==> src/rtl/alu_arbiter_if.sv <==
`default_nettype none
// ============================================================================
// Module   : alu_arbiter_if
// Brief    : Request/response and ALU drive bundle for alu_arbiter.
// Revision : 1.0 - initial release
// ============================================================================
interface alu_arbiter_if;
    logic               req0_valid;
    logic               req0_ready;
    logic signed [31:0] req0_op1;
    logic signed [31:0] req0_op2;
    logic        [5:0]  req0_func;
    logic               req1_valid;
    logic               req1_ready;
    logic signed [31:0] req1_op1;
    logic signed [31:0] req1_op2;
    logic        [5:0]  req1_func;
    logic               resp0_valid;
    logic               resp0_ready;
    logic               resp1_valid;
    logic               resp1_ready;
    logic signed [31:0] resp_result;
    logic        [3:0]  resp_flags;
    logic signed [31:0] alu_op1;
    logic signed [31:0] alu_op2;
    logic        [5:0]  alu_func;
    logic signed [31:0] alu_result;
    logic               alu_overflow;
    logic               alu_equals;
    logic               alu_above;
    logic               alu_zero;

    // Arbiter side
    modport slave (
        input  req0_valid, req0_op1, req0_op2, req0_func,
        input  req1_valid, req1_op1, req1_op2, req1_func,
        input  resp0_ready, resp1_ready,
        input  alu_result, alu_overflow, alu_equals, alu_above, alu_zero,
        output req0_ready, req1_ready, resp0_valid, resp1_valid,
        output resp_result, resp_flags, alu_op1, alu_op2, alu_func
    );

    // Requesters and ALU side
    modport master (
        output req0_valid, req0_op1, req0_op2, req0_func,
        output req1_valid, req1_op1, req1_op2, req1_func,
        output resp0_ready, resp1_ready,
        output alu_result, alu_overflow, alu_equals, alu_above, alu_zero,
        input  req0_ready, req1_ready, resp0_valid, resp1_valid,
        input  resp_result, resp_flags, alu_op1, alu_op2, alu_func
    );
endinterface
`default_nettype wire

==> src/rtl/alu_arbiter.sv <==
`default_nettype none
// ============================================================================
// Module   : alu_arbiter
// Brief    : Two-requester arbiter sharing one combinational ALU, with a
//            settle delay and valid/ready response. Define
//            ALU_ARB_FIXED_PRIORITY_EN for fixed priority to requester 0.
// Revision : 1.0 - initial release
// ============================================================================
module alu_arbiter #(
    parameter int unsigned ALU_LATENCY = 1,
    parameter logic [5:0]  IDLE_FUNC   = 6'b000000
) (
    input  wire logic    clock,
    input  wire logic    reset,
    alu_arbiter_if.slave bus,
    output logic         busy
);

    localparam logic [1:0] c_st_idle  = 2'd0;
    localparam logic [1:0] c_st_issue = 2'd1;
    localparam logic [1:0] c_st_wait  = 2'd2;
    localparam logic [1:0] c_st_resp  = 2'd3;
    localparam logic [3:0] c_wait_load = 4'(ALU_LATENCY - 1);

    logic [1:0]         r_state;
    logic [1:0]         w_next_state;
    logic [3:0]         r_cnt;
    logic               r_owner;
    logic               r_last_grant;
    logic [5:0]         r_func;
    logic signed [31:0] r_op1;
    logic signed [31:0] r_op2;
    logic signed [31:0] r_result;
    logic [3:0]         r_flags;

    logic w_any_valid;
    logic w_grant;
    logic w_accept;
    logic w_cnt_zero;
    logic w_owner_ready;

    assign w_any_valid   = bus.req0_valid | bus.req1_valid;
    assign w_accept      = (r_state == c_st_idle) & ~reset & w_any_valid;
    assign w_cnt_zero    = (r_cnt == 4'd0);
    assign w_owner_ready = r_owner ? bus.resp1_ready : bus.resp0_ready;

`ifdef ALU_ARB_FIXED_PRIORITY_EN
    assign w_grant = bus.req1_valid & ~bus.req0_valid;
`else
    // Under contention the requester not served last time wins
    assign w_grant = (bus.req0_valid & bus.req1_valid) ? ~r_last_grant : bus.req1_valid;
`endif

    always_ff @(posedge clock) begin
        if (reset) begin
            r_state <= c_st_idle;
        end else begin
            r_state <= w_next_state;
        end
    end

    always_comb begin
        w_next_state    = r_state;
        bus.req0_ready  = 1'b0;
        bus.req1_ready  = 1'b0;
        bus.resp0_valid = 1'b0;
        bus.resp1_valid = 1'b0;
        bus.alu_func    = IDLE_FUNC;
        busy            = (r_state != c_st_idle);
        case (r_state)
            c_st_idle: begin
                bus.req0_ready = w_accept & ~w_grant;
                bus.req1_ready = w_accept & w_grant;
                if (w_any_valid) begin
                    w_next_state = c_st_issue;
                end
            end
            c_st_issue: begin
                bus.alu_func = r_func;
                w_next_state = c_st_wait;
            end
            c_st_wait: begin
                bus.alu_func = r_func;
                if (w_cnt_zero) begin
                    w_next_state = c_st_resp;
                end
            end
            c_st_resp: begin
                bus.resp0_valid = ~r_owner;
                bus.resp1_valid = r_owner;
                if (w_owner_ready) begin
                    w_next_state = c_st_idle;
                end
            end
            default: w_next_state = c_st_idle;
        endcase
    end

    always_ff @(posedge clock) begin
        if (reset) begin
            r_cnt        <= 4'd0;
            r_owner      <= 1'b0;
            r_last_grant <= 1'b1;
            r_func       <= 6'd0;
            r_op1        <= 32'sd0;
            r_op2        <= 32'sd0;
            r_result     <= 32'sd0;
            r_flags      <= 4'd0;
        end else begin
            if (w_accept) begin
                r_op1        <= w_grant ? bus.req1_op1  : bus.req0_op1;
                r_op2        <= w_grant ? bus.req1_op2  : bus.req0_op2;
                r_func       <= w_grant ? bus.req1_func : bus.req0_func;
                r_owner      <= w_grant;
                r_last_grant <= w_grant;
            end
            if (r_state == c_st_issue) begin
                r_cnt <= c_wait_load;
            end else if ((r_state == c_st_wait) && !w_cnt_zero) begin
                r_cnt <= r_cnt - 4'd1;
            end
            if ((r_state == c_st_wait) && w_cnt_zero) begin
                r_result <= bus.alu_result;
                r_flags  <= {bus.alu_overflow, bus.alu_equals, bus.alu_above, bus.alu_zero};
            end
        end
    end

    assign bus.alu_op1     = r_op1;
    assign bus.alu_op2     = r_op2;
    assign bus.resp_result = r_result;
    assign bus.resp_flags  = r_flags;

endmodule
`default_nettype wire

==> src/flat_wrapper.sv <==
// flat-port wrapper written by rule: the top's interface ports become plain ports
module alu_arbiter_flat 
#(
    parameter int unsigned ALU_LATENCY = 1,
    parameter logic [5:0]  IDLE_FUNC   = 6'b000000
)
  (clock, reset, busy, bus_req0_valid, bus_req0_op1, bus_req0_op2, bus_req0_func, bus_req1_valid, bus_req1_op1, bus_req1_op2, bus_req1_func, bus_resp0_ready, bus_resp1_ready, bus_alu_result, bus_alu_overflow, bus_alu_equals, bus_alu_above, bus_alu_zero, bus_req0_ready, bus_req1_ready, bus_resp0_valid, bus_resp1_valid, bus_resp_result, bus_resp_flags, bus_alu_op1, bus_alu_op2, bus_alu_func);
  alu_arbiter_if bus_i ();
  input  wire logic clock;
  input  wire logic reset;
  output logic busy;
  input wire logic [$bits(bus_i.req0_valid)-1:0] bus_req0_valid;
  input wire logic [$bits(bus_i.req0_op1)-1:0] bus_req0_op1;
  input wire logic [$bits(bus_i.req0_op2)-1:0] bus_req0_op2;
  input wire logic [$bits(bus_i.req0_func)-1:0] bus_req0_func;
  input wire logic [$bits(bus_i.req1_valid)-1:0] bus_req1_valid;
  input wire logic [$bits(bus_i.req1_op1)-1:0] bus_req1_op1;
  input wire logic [$bits(bus_i.req1_op2)-1:0] bus_req1_op2;
  input wire logic [$bits(bus_i.req1_func)-1:0] bus_req1_func;
  input wire logic [$bits(bus_i.resp0_ready)-1:0] bus_resp0_ready;
  input wire logic [$bits(bus_i.resp1_ready)-1:0] bus_resp1_ready;
  input wire logic [$bits(bus_i.alu_result)-1:0] bus_alu_result;
  input wire logic [$bits(bus_i.alu_overflow)-1:0] bus_alu_overflow;
  input wire logic [$bits(bus_i.alu_equals)-1:0] bus_alu_equals;
  input wire logic [$bits(bus_i.alu_above)-1:0] bus_alu_above;
  input wire logic [$bits(bus_i.alu_zero)-1:0] bus_alu_zero;
  output wire logic [$bits(bus_i.req0_ready)-1:0] bus_req0_ready;
  output wire logic [$bits(bus_i.req1_ready)-1:0] bus_req1_ready;
  output wire logic [$bits(bus_i.resp0_valid)-1:0] bus_resp0_valid;
  output wire logic [$bits(bus_i.resp1_valid)-1:0] bus_resp1_valid;
  output wire logic [$bits(bus_i.resp_result)-1:0] bus_resp_result;
  output wire logic [$bits(bus_i.resp_flags)-1:0] bus_resp_flags;
  output wire logic [$bits(bus_i.alu_op1)-1:0] bus_alu_op1;
  output wire logic [$bits(bus_i.alu_op2)-1:0] bus_alu_op2;
  output wire logic [$bits(bus_i.alu_func)-1:0] bus_alu_func;
  assign bus_i.req0_valid = bus_req0_valid;
  assign bus_i.req0_op1 = bus_req0_op1;
  assign bus_i.req0_op2 = bus_req0_op2;
  assign bus_i.req0_func = bus_req0_func;
  assign bus_i.req1_valid = bus_req1_valid;
  assign bus_i.req1_op1 = bus_req1_op1;
  assign bus_i.req1_op2 = bus_req1_op2;
  assign bus_i.req1_func = bus_req1_func;
  assign bus_i.resp0_ready = bus_resp0_ready;
  assign bus_i.resp1_ready = bus_resp1_ready;
  assign bus_i.alu_result = bus_alu_result;
  assign bus_i.alu_overflow = bus_alu_overflow;
  assign bus_i.alu_equals = bus_alu_equals;
  assign bus_i.alu_above = bus_alu_above;
  assign bus_i.alu_zero = bus_alu_zero;
  assign bus_req0_ready = bus_i.req0_ready;
  assign bus_req1_ready = bus_i.req1_ready;
  assign bus_resp0_valid = bus_i.resp0_valid;
  assign bus_resp1_valid = bus_i.resp1_valid;
  assign bus_resp_result = bus_i.resp_result;
  assign bus_resp_flags = bus_i.resp_flags;
  assign bus_alu_op1 = bus_i.alu_op1;
  assign bus_alu_op2 = bus_i.alu_op2;
  assign bus_alu_func = bus_i.alu_func;
  alu_arbiter #(.ALU_LATENCY(ALU_LATENCY), .IDLE_FUNC(IDLE_FUNC)) u_core (.clock(clock), .reset(reset), .bus(bus_i), .busy(busy));
endmodule
==> config.mk <==
export PLATFORM = sky130hd
export DESIGN_NAME = alu_arbiter_flat
export DESIGN_NICKNAME = d
export VERILOG_FILES = /design/src/rtl/alu_arbiter_if.sv /design/src/rtl/alu_arbiter.sv /design/src/flat_wrapper.sv
export SDC_FILE = /design/constraint.sdc
export NUM_CORES = 1
export LEC_CHECK = 0
export CAP_MARGIN = 20
export CORE_AREA = 2 2 113 115
export CTS_CLUSTER_DIAMETER = 120
export DETAILED_ROUTE_END_ITERATION = 8
export DIE_AREA = 0 0 115 117
export HOLD_SLACK_MARGIN = 0.08
export PLACE_DENSITY = 0.94
export SKIP_CTS_REPAIR_TIMING = 1
export SKIP_LAST_GASP = 1
export SYNTH_ARGS = -nofsm -noshare
export SYNTH_HDL_FRONTEND = slang
export SYNTH_SLANG_ARGS = --single-unit
export TNS_END_PERCENT = 30
==> constraint.sdc <==
create_clock -name clock -period 2.5 [get_ports clock]
set_input_delay 0.25 -clock clock [delete_from_list [all_inputs] [get_ports clock]]
set_output_delay 0.25 -clock clock [all_outputs]
set_load 0.05 [all_outputs]
# Word-level counts from Yosys, hierarchy flattened
# Index checks and enable logic that the tools add are counted.
[word_totals] register_bits=114 inputBits=182 wordCells=49
[classes] n_eq_ne=6 bitwise=10 reduce_logical=9 n_addsub=1 mux=14
[op_table] cell="$mux 32" n=2
[op_table] cell="$mux 6" n=2
[op_table] cell="$pmux 2 s4" n=1
[op_table] cell="$mux 1" n=6
[op_table] cell="$mux 2" n=3
[op_table] cell="$ne 2x1->1 const B" n=3
[op_table] cell="$and 1x1->1" n=5
[op_table] cell="$eq 2x2->1 const B" n=2
[op_table] cell="$logic_not 4->1" n=1
[op_table] cell="$not 1->1" n=4
[op_table] cell="$reduce_or 2->1" n=2
[op_table] cell="$sub 4x1->4 const B" n=1
[op_table] cell="$reduce_and 3->1" n=1
[op_table] cell="$eq 2x1->1 const B" n=1
[op_table] cell="$logic_and 1x1->1" n=2
[op_table] cell="$logic_not 2->1" n=1
[op_table] cell="$reduce_bool 2->1" n=1
[op_table] cell="$logic_not 1->1" n=1
[op_table] cell="$or 1x1->1" n=1

# Depth between registers and ports, before layout
# Gate-level depths: netlist (run 1).
[logic_depth] word_depth=5 depth_mapped=8

# Least setup slack after synthesis (run 1)
# No wires, ideal clock.
[synth_timing] path_type="register -> output" from="register u_core.r_state[0]" to="output bus_req1_ready" path_stages_with_launch=7 arrival_ps=1982 required_time_ps=2250 n_path_buf=1 path_slack_ps=268 cell_sequence="dfxtp_1 -> inv_1 -> ha_1 -> a21boi_2 -> clkbuf_1 -> nand2_1 -> nor2_1"
[synth_via] elab_chain_cells=5
[synth_rtl] item="from (decl)" line_no="alu_arbiter.sv:25" rtl="logic [1:0] r_state;"
[synth_rtl] item="from (signal assigned)" line_no="alu_arbiter.sv:56" rtl="r_state <= c_st_idle;"
[synth_rtl] item="from (signal assigned)" line_no="alu_arbiter.sv:58" rtl="r_state <= w_next_state;"
[synth_rtl] item="$logic_not 2->1 (*)" line_no="alu_arbiter.sv:43, alu_arbiter.sv:70"
[synth_rtl] item="$and 1x1->1 (2 in series)" line_no="alu_arbiter.sv:43" rtl="assign w_accept = (r_state == c_st_idle) & ~reset & w_any_valid;"
[synth_rtl] item="$and 1x1->1" line_no="alu_arbiter.sv:73" rtl="bus.req1_ready = w_accept & w_grant;"
[synth_rtl] item="$mux 1 (*)" line_no="alu_arbiter.sv:70" rtl="case (r_state)"
[synth_rtl] item="to (decl)" line_no="flat_wrapper.sv:28" rtl="output wire logic [$bits(bus_i.req1_ready)-1:0] bus_req1_ready;"
# Mark *: on every way between the ends. The rest lies on a longest branch, timed or not.

# Final worst setup path (run 1)
[layout_timing] from="register u_core.r_state[0]" to="output bus_alu_func[2]"
[layout_via] elab_chain_cells=3 elab_cells_between_ends=4 classes_between="eq/ne (2); mux (1); reduce/logical (1)"
[layout_rtl] item="$eq 2x2->1 / $eq 2x1->1 (equally long branches)" line_no="alu_arbiter.sv:70"
[layout_rtl] item="$reduce_or 2->1 (no source line) (*)"
[layout_rtl] item="$mux 6 (*)" line_no="alu_arbiter.sv:70"
[layout_rtl] item="to (decl)" line_no="flat_wrapper.sv:35" rtl="output wire logic [$bits(bus_i.alu_func)-1:0] bus_alu_func;"
# Marked as above.

==> results.sh, run 1 <==
export IMPL_required_ps=2250
export IMPL_worstSetupStartpointType="flop"
export IMPL_yosysTopAreaCellShare=0.473
export IMPL_syn_area_per_cell_um2=8.04
export IMPL_status="finished with violations"
export IMPL_worstPathCellList="inv_1 > ha_1 > and2_1 > clkdlybuf4s50_1"
export IMPL_fin_crit_ps=2520
export IMPL_ant_nets=0
export IMPL_synth_edf_count=0
export IMPL_coreArea_mm2=0.0123
export IMPL_tns_ps=-63.9
export IMPL_fin_ws_ps=-23.4
export IMPL_clock_skew_final_ps=6.87
export IMPL_syn_inst=600
export IMPL_first_pass_iters=6
export IMPL_p_leak_nw=2.94
export IMPL_critPathTopFamily="buffers and inverters"
export IMPL_synth_most_common_cell="nand3_1"
export IMPL_final_max_slew_viol_count=0
export IMPL_hold_class="in2reg"
export IMPL_peakVddDrop_mv=0.494
export IMPL_wl_mm=17.9
export IMPL_failed_checks="setup timing"
export IMPL_cts_sinks=114
export IMPL_hp_start="reset"
export IMPL_ys_top_cells_by_count="nand3_1, dfxtp_1, nand2_1"
export IMPL_worstReg2RegEnd="u_core.bus.alu_op1[18]$_SDFFE_PP0N_"
export IMPL_grt_setup_unrepaired="true"
export IMPL_port_buffers=292
export IMPL_clock_path_buffers=2
export IMPL_dieHeight_um=117
export IMPL_synth_seq_area_share=0.473
export IMPL_regToRegSetupSlack_ps=530
export IMPL_synth_net_count=788
export IMPL_num_rows=41
export IMPL_crit_arrival_ps=2270
export IMPL_postPlaceCellArea_mm2=0.00787
export IMPL_clock_root_buffer="clkbuf_16"
export IMPL_die_x_um=115
export IMPL_cts_tree="built"
export IMPL_grt_first_pass_wirelength_mm=27.3
export IMPL_relSlewSlack=0.616
export IMPL_initial_core_util=0.392
export IMPL_synthesis_area_mm2=0.00482
export IMPL_r2r_cells=6
export IMPL_utilization=0.693
export IMPL_via_per_inst=5.53
export IMPL_yosysUniqueCellTypes=33
export IMPL_stdcell_area_mm2=0.00854
export IMPL_antenna_found_initial=0
export IMPL_ys_async_sr_fraction=0
export IMPL_grt_pass1_vias=5389
export IMPL_fmax_mhz=396
export IMPL_critical_path_class="reg2out"
export IMPL_syn2layout_area_growth_pct=77.0
export IMPL_num_vias=5652
export IMPL_power_mw=8.39
export IMPL_end_kind="output pin"
export IMPL_pre_cts_ws_ps=390
export IMPL_cap_violations=0
export IMPL_clk_pin_slew_ps=60
export IMPL_tightestPinTransition_ps=575
export IMPL_ys_ff_latch=114
export IMPL_synth_warnings=0
export IMPL_gp_congestion=0.804
export IMPL_io_pins=293
export IMPL_hold_depth=2
export IMPL_wl_per_cell_um=17.5
export IMPL_reg2reg_from="u_core.r_state[0]$_SDFFE_PP0P_"
export IMPL_crit_slowest_cell="clkdlybuf4s50_1"
export IMPL_drt_iter0_markers=526
export IMPL_synth_largest_area_cell="dfxtp_1"
export IMPL_clock_latency_ps=410
export IMPL_grt_max_degree=113
export IMPL_hold_viol=0
export IMPL_htree_num_levels=4
export IMPL_synth_ff_type="dfxtp_1"
export IMPL_period_share=1.01
export IMPL_critPathBufInv=2
export IMPL_holdPathEnd="u_core.r_owner$_SDFFE_PP0N_"
export IMPL_die_area_mm2=0.0135
export IMPL_cts_made_buffers=17
export IMPL_drive_gt1_frac=0.0619
export IMPL_yosys_top_cells_area="dfxtp_1, nand3_1, a21oi_1, nand2_1, a31oi_1"
export IMPL_gr_total_overflow=0
export IMPL_critical_path_max_stage_delay_ps=800
export IMPL_powerDensity_mw_per_mm2=984
export IMPL_grtUsageTotal=0.258
export IMPL_drcViolationCount=0
export IMPL_diodes=0
export IMPL_setup_violations_final=4
export IMPL_dp_hpwl_mm=12.3
export IMPL_nNetsFinal=1047
export IMPL_crit_fanout=7
## where the power goes
part,internal [mW],switching [mW],total (mW)
Combinational,1.17,2.19,3.36
Clock,1.87,0.848,2.71
Sequential,2.14,0.179,2.32
## worst register-to-register path, stage by stage, from the launching register on
cell and delay (ps):
dfxtp_1 330, inv_1 110, ha_1 360, a21boi_4 270
buf_4 410, nand3_1 190, a31oi_1 210
## logic make-up (layout without fill, tap and decap cells)
| family | Yosys count | after routing | synth area share |
|---|---|---|---|
| fa+ha+maj | 6 | 6 | 0.0156 |
| compound gates | 189 | 189 | 0.233 |
| flops | 114 | 114 | 0.473 |
| mux | 3 | 3 | 0.00623 |
| buf+inv | 70 | 342 | 0.0565 |
| simple gates | 217 | 217 | 0.214 |
| xor+xnor | 1 | 1 | 0.00182 |
## sequential cells by signal, indices dropped and copies added (netlist names)
register	count
u_core.r_state	2
u_core.bus.alu_op2	32
u_core.r_owner	1
u_core.bus.resp_result	32
u_core.r_cnt	4
u_core.r_last_grant	1
u_core.bus.resp_flags	4
u_core.bus.alu_op1	32
u_core.r_func	6
## metal layers
layer | up-vias | wire [um] | GRT usage | share of wire
li1 | 2699 | - | - | -
met1 | 2629 | 6790 | 0.296 | 0.38
met2 | 283 | 8970 | 0.441 | 0.50
met3 | 39 | 1650 | 0.0834 | 0.092
met4 | 2 | 499 | 0.119 | 0.028
met5 | - | 5 | 0 | 0.00028
## worst max-delay path by stage
| stage | start | end | cells after the start |
|---|---|---|---|
| 2_1_floorplan | u_core.r_state[0]$_SDFFE_PP0P_ | bus_req1_ready | 6 |
| 3_3_place_gp | u_core.r_state[0]$_SDFFE_PP0P_ | bus_alu_func[0] | 4 |
| 3_5_place_dp | u_core.r_state[1]$_SDFFE_PP0P_ | bus_alu_func[5] | 4 |
| 4_1_cts | u_core.r_state[0]$_SDFFE_PP0P_ | bus_alu_func[5] | 4 |
| 5_1_grt | u_core.r_state[0]$_SDFFE_PP0P_ | bus_alu_func[2] | 4 |
| 6_report | u_core.r_state[0]$_SDFFE_PP0P_ | bus_alu_func[2] | 4 |
## layout make-up
cell class	count	area (um2)
Clock buffer	22	484
Clock inverter	10	178
Fill cell	924	3780
Inverter	6	22.5
Multi-Input combinational cell	416	2310
Sequential cell	114	2280
Tap cell	150	188
Timing Repair Buffer	304	3070
## through the flow
step / hold WS, ps / std cells
after detailed placement: 446 / 990
after floorplan: 386 / 600
after CTS: 320 / 1022
after global routing: 353 / 1022
after global placement: 441 / 990
final: 325 / 1022
## cells in the final DEF (no fill, tap or decap), drive strengths merged
cell and count:
a31oi 44, dfxtp 114, buf 16, nor2 4, bufinv 5, o211ai 1
inv 6, or2 1, o21ai 47, and2 8, clkinv 4, nor2b 2
clkdlybuf4s50 287, nor4bb 1, a21oi 66, mux2i 3, nand2 76, ha 6
dlymetal6s2s 1, clkinvlp 1, o21bai 1, nand2b 4, or3b 1, or3 1
nor3b 1, a311oi 1, a32oi 26, clkbuf 22, xor2 1, nand4bb 1
or4 1, a21boi 1, a222oi 1, and3b 1, a211o 1, nand3 115
No activity file was read; power rests on OpenSTA's default activity.
==> inputs of run 2 (changes only) <==
GPL_ROUTABILITY_DRIVEN = 0   (was unset)
==> results of run 2 <==
Final layout, timing and power as in run 1 (identical DEF).
